[config.mk]
export PLATFORM = sky130hd
export DESIGN_NAME = cost_func_unit
export DESIGN_NICKNAME = d
export VERILOG_FILES = /design/src/rtl/cost_func_unit.sv
export SDC_FILE = /design/constraint.sdc
export NUM_CORES = 1
export LEC_CHECK = 0
export CAP_MARGIN = 20
export CORE_MARGIN = 5
export CORE_UTILIZATION = 57
export CTS_CLUSTER_SIZE = 25
export DETAILED_ROUTE_END_ITERATION = 8
export GPL_ROUTABILITY_DRIVEN = 1
export MAX_ROUTING_LAYER = met4
export PLACE_DENSITY = 0.86
export SLEW_MARGIN = 5
export SYNTH_ARGS = -nofsm -noshare
export SYNTH_HDL_FRONTEND = slang
export SYNTH_SLANG_ARGS = --single-unit
export TNS_END_PERCENT = 5
[constraint.sdc]
create_clock -name clock -period 7.4 [get_ports clock]
set_input_delay 1.48 -clock clock [delete_from_list [all_inputs] [get_ports clock]]
set_output_delay 1.48 -clock clock [all_outputs]
set_load 0.05 [all_outputs]
[src/rtl/cost_func_unit.sv]
// Squared-error cost unit for a single perceptron output.
// A rising edge on dataReady captures the pre-activation and the target bit,
// then a fixed five-state sequence evaluates a piecewise-linear sigmoid,
// squares the error against the target, and announces the result with a
// one-cycle newCostFunc pulse.
//
//   state | meaning
//   ------+-----------------------------------------------------------
//   IDLE  | waiting for a dataReady rising edge; sample captured on it
//   SIG   | sigmoid approximation of the captured sample is registered
//   SQR   | squared error registered onto costFunc
//   HOLD  | raises newCostFunc for the following cycle
//   PULSE | newCostFunc high; returns to IDLE
module cost_func_unit #(
  parameter  int QN       = 6,
  parameter  int QM       = 11,
  localparam int BITWIDTH = QN + QM + 1
) (
  input  logic                clock,
  input  logic                reset,
  input  logic                dataReady,
  input  logic [BITWIDTH-1:0] networkOutput,
  input  logic                target,
  output logic [BITWIDTH-1:0] costFunc,
  output logic                newCostFunc,
  output logic                busy,
  output logic                dropped
);

  // sigmoid values live in [0, 1.0], error in [-1.0, 1.0]
  localparam int YW    = QM + 1;
  localparam int EW    = QM + 2;
  localparam int ONE_I = 1 << QM;

  // segment breakpoints on |x|: 5.0, 2.375, 1.0
  localparam logic [BITWIDTH-1:0] TH_SAT = BITWIDTH'(5 * ONE_I);
  localparam logic [BITWIDTH-1:0] TH_MID = BITWIDTH'((19 * ONE_I) / 8);
  localparam logic [BITWIDTH-1:0] TH_LOW = BITWIDTH'(ONE_I);

  // segment offsets: 0.84375, 0.625, 0.5 (exact because QM >= 5)
  localparam logic [YW-1:0] ONE_Y   = YW'(ONE_I);
  localparam logic [YW-1:0] OFS_HI  = YW'(27 << (QM - 5));
  localparam logic [YW-1:0] OFS_MID = YW'(5 << (QM - 3));
  localparam logic [YW-1:0] OFS_LOW = YW'(1 << (QM - 1));

  typedef enum logic [2:0] {
    IDLE,
    SIG,
    SQR,
    HOLD,
    PULSE
  } state_t;

  state_t state_q;
  state_t state_d;

  logic                  dr_q;
  logic                  trigger;
  logic [BITWIDTH-1:0]   x_q;
  logic                  t_q;
  logic [YW-1:0]         y_q;

  logic [BITWIDTH-1:0]   a_abs;
  logic [YW-1:0]         y_pos;
  logic [YW-1:0]         y_next;
  logic signed [EW-1:0]  err;
  logic signed [2*EW-1:0] sq;

  assign trigger = dataReady & ~dr_q;
  assign busy    = (state_q != IDLE);

  // state register
  always_ff @(posedge clock) begin
    if (reset) begin
      state_q <= IDLE;
    end else begin
      state_q <= state_d;
    end
  end

  // next-state: only IDLE waits, every other state advances unconditionally
  always_comb begin
    state_d = state_q;
    case (state_q)
      IDLE:    if (trigger) state_d = SIG;
      SIG:     state_d = SQR;
      SQR:     state_d = HOLD;
      HOLD:    state_d = PULSE;
      PULSE:   state_d = IDLE;
      default: state_d = IDLE;
    endcase
  end

  // piecewise-linear sigmoid on the magnitude, mirrored for negative inputs;
  // the magnitude is kept combinational since only y is needed downstream
  always_comb begin
    a_abs = x_q[BITWIDTH-1] ? -x_q : x_q;
    y_pos = OFS_LOW;
    if (a_abs >= TH_SAT) begin
      y_pos = ONE_Y;
    end else if (a_abs >= TH_MID) begin
      y_pos = YW'(a_abs >> 5) + OFS_HI;
    end else if (a_abs >= TH_LOW) begin
      y_pos = YW'(a_abs >> 3) + OFS_MID;
    end else begin
      y_pos = YW'(a_abs >> 2) + OFS_LOW;
    end
    y_next = x_q[BITWIDTH-1] ? (ONE_Y - y_pos) : y_pos;
  end

  // error against the target level and its square
  always_comb begin
    err = $signed({1'b0, t_q, {QM{1'b0}}}) - $signed({1'b0, y_q});
    sq  = err * err;
  end

  // datapath registers, edge detector and status flags
  always_ff @(posedge clock) begin
    if (reset) begin
      dr_q        <= 1'b1;
      x_q         <= '0;
      t_q         <= 1'b0;
      y_q         <= '0;
      costFunc    <= '0;
      newCostFunc <= 1'b0;
      dropped     <= 1'b0;
    end else begin
      dr_q <= dataReady;
      if (state_q == IDLE && trigger) begin
        x_q <= networkOutput;
        t_q <= target;
      end
      if (state_q == SIG) begin
        y_q <= y_next;
      end
      if (state_q == SQR) begin
        costFunc <= BITWIDTH'(sq >> QM);
      end
      newCostFunc <= (state_q == HOLD);
      if (trigger && state_q != IDLE) begin
        dropped <= 1'b1;
      end
    end
  end

endmodule
==> results.py <==
metrics = {
    "grt": {
        "grt_pass1_wl_um": 33900,
        "antenna_found_initial": 0,
        "grt_max_degree": 51,
        "grtUsageTotal_pct": 23.5,
        "gr-total-overflow": 0,
        "grt_pass1_vias": 7171,
    },
    "sta": {
        "finalClockSkew_ns": 0.00576,
        "fin_crit_sh_pct": 96.4,
        "max_freq_mhz": 140,
        "holdWs_ns": 0.458,
        "fin_setup_tns_ns": 0,
        "finalSetupViolations": 0,
        "worst_slew_pin_slew_ns": 0.776,
        "hold_viol": 0,
        "max_slew_margin_pct": 47.9,
        "fin_crit_ns": 7.13,
        "drv_slew": 0,
    },
    "synth": {
        "synth_top_area_cell": "fa_1",
        "synth-edff-count": 0,
        "synth_top_area_share_pct": 32.5,
        "avgSynthCellArea_um2": 8.62,
        "synth_seq_cells": 52,
        "ys_types": 75,
        "synth_top_flop_cell": "dfxtp_1",
        "synth.area.top_cells": "fa_1, dfxtp_1, ha_1, inv_1, nand2_1",
        "synthesis.area_mm2": 0.00881,
        "synth_seq_area_share_pct": 11.8,
        "synthCells": 1022,
        "async_flop_share_pct": 0,
        "ys.warnings.count": 0,
    },
    "layout": {
        "instances_no_fill": 1246,
        "drive_above_1_share_pct": 6.43,
        "n_fill_cell": 1186,
        "regArea_mm2": 0.00104,
        "final_core_util_pct": 63.7,
        "final_nets": 1303,
        "diodes": 0,
        "multiInputGateArea_mm2": 0.00690,
        "syn_to_final_growth_pct": 9.97,
    },
    "clock_tree": {
        "post_cts_buffers": 0,
        "cts_resized": 1,
        "htree_levels": 2,
        "root_buffer": "clkbuf_16",
        "clkTransAtPathRegs_ns": 0.07,
        "cts_buffer_depth": 2,
        "cts_tree": "built",
        "cts_hold_buf": 0,
        "cts_buffers": 5,
        "cts_sinks": 52,
        "clk_latency_ns": 0.29,
    },
    "die": {
        "std_cell_rows": 45,
        "ios": 43,
        "core_mm2": 0.0152,
        "die_width_um": 134,
        "die_h_um": 134,
        "initial_core_util_pct": 58.0,
        "dieArea_mm2": 0.0180,
    },
    "drt": {
        "avgViaCountPerCell": 5.61,
        "first_iter_violations": 608,
        "dr.pass1.iters": 5,
        "wl_per_cell_um": 15.9,
        "final_antenna_net_count": 0,
        "via_count": 6992,
        "drc": 0,
        "totalWireLength_um": 19800,
    },
    "worst_hold_path": {
        "hold_class": "reg2reg",
    },
    "setup_path": {
        "cpMostUsedCell": "fa_1",
        "endpoint_kind": "flip-flop",
        "critical_path.max_stage_delay_ns": 0.54,
        "cp_max_fo": 6,
        "crit_arrival_ns": 7.29,
        "path_class": "reg2reg",
        "cp-start-kind": "flip-flop",
        "worstPathRequired_ns": 7.56,
        "slowest_stage": "fa_1",
    },
    "placement": {
        "gp_congestion": 0.990,
        "port_buffers": 39,
        "hpwl_um": 16400,
        "post-place-cells": 1238,
    },
    "status": {
        "status": "complete, no violations",
    },
    "run": {
        "drv_cap": 0,
    },
}
==> through the flow <==
| stage | area, um2 | worst slack, ns |
|---|---|---|
| 2_1_floorplan | 8830 | 0.0538 |
| 3_3_place_gp | 9430 | 0.192 |
| 3_5_place_dp | 9440 | -0.0486 |
| 4_1_cts | 9620 | 0.169 |
| 5_1_grt | 9690 | -0.0534 |
| 6_report | 9690 | 0.267 |
==> cell usage in the layout (no fill, tap or decap), types with 4 or more instances in the layout <==
cell type / instances
nor2_2: 4
nor3_1: 17
conb_1: 4
ha_1: 80
nand3_1: 20
xnor2_1: 37
or4_1: 4
nor2_1: 65
buf_4: 25
xor2_1: 19
a21o_1: 6
o21a_1: 4
and2_1: 9
fa_1: 143
o41ai_1: 4
clkdlybuf4s50_1: 38
o21ai_0: 26
nand2_1: 132
nor2b_1: 7
a211oi_1: 7
inv_1: 197
nand2b_1: 10
clkbuf_16: 5
dfxtp_1: 52
a21oi_1: 50
or3_1: 11
==> routing by layer <==
layer	wire (um)	vias to the layer above	track usage (%)
li1	-	3286	-
met1	8240	3390	30.5
met2	9620	274	38.7
met3	1510	42	4.54
met4	467	0	5.03
met5	0	-	-
==> worst max-delay path, delay by kind of cell, from the launching register on <==
kind	cells	cell delay, ns
flops	1	0.37
fa+ha+maj	7	3.34
xor+xnor	1	0.25
buf+inv	6	0.39
compound gates	5	0.88
simple gates	7	1.75
==> cells in the mapped netlist, types with 2 or more instances <==
| cell | n |
|---|---|
| a2111oi_0 | 2 |
| a211oi_1 | 7 |
| a21o_1 | 6 |
| a21oi_1 | 51 |
| a31oi_1 | 3 |
| a32oi_1 | 3 |
| a32oi_2 | 3 |
| a41oi_1 | 2 |
| and2_1 | 9 |
| and3_1 | 2 |
| buf_1 | 5 |
| buf_2 | 2 |
| buf_4 | 3 |
| buf_6 | 4 |
| clkbuf_1 | 24 |
| clkinv_1 | 3 |
| dfxtp_1 | 52 |
| fa_1 | 143 |
| ha_1 | 81 |
| inv_1 | 198 |
| nand2_1 | 132 |
| nand2b_1 | 10 |
| nand3_1 | 20 |
| nand4_1 | 3 |
| nor2_1 | 69 |
| nor2b_1 | 8 |
| nor3_1 | 17 |
| nor4_1 | 4 |
| nor4b_1 | 2 |
| o211ai_1 | 2 |
| o21a_1 | 4 |
| o21ai_0 | 26 |
| o21ai_1 | 3 |
| o311ai_2 | 2 |
| o31ai_1 | 4 |
| o41a_1 | 2 |
| o41ai_1 | 4 |
| or3_1 | 11 |
| or4_1 | 4 |
| or4b_1 | 2 |
| xnor2_1 | 38 |
| xor2_1 | 19 |
==> layout make-up <==
class                   instances  area share [%]
clock buffers                   5            1.29
clock inverters                 3           0.478
inverters                     201            7.79
multi-input cells             732            71.2
flip-flops and latches         52            10.7
well taps                     188            2.43
repair buffers                 65            6.03
==> flip-flops by register name (all words and copies together), names as in the netlist <==
register,cells
dr_q,1
x_q,18
newCostFunc,1
y_q,12
dropped,1
state_q,3
costFunc,15
t_q,1
==> path summary, 6_finish.rpt <==
kind | start | end | slack [ns] | depth (start not counted)
min | costFunc[1] | costFunc[1] | 0.46 | 2
min reg2reg | costFunc[1] | costFunc[1] | 0.46 | 2
max | y_q[3] | costFunc[5] | 0.27 | 26
max reg2reg | y_q[3] | costFunc[5] | 0.27 | 26
==> cell families after synthesis <==
group / after synthesis / synth area share [%]
other cells: 1 / 0.0426
xor+xnor: 58 / 5.85
flops: 52 / 11.8
simple gates: 307 / 16.5
compound gates: 139 / 10.9
fa+ha+maj: 224 / 44.0
buf+inv: 241 / 10.9
Power is left out: the tool's default activity adds up to more than one toggle a clock period on the data nets, which glitch-free logic cannot reach.
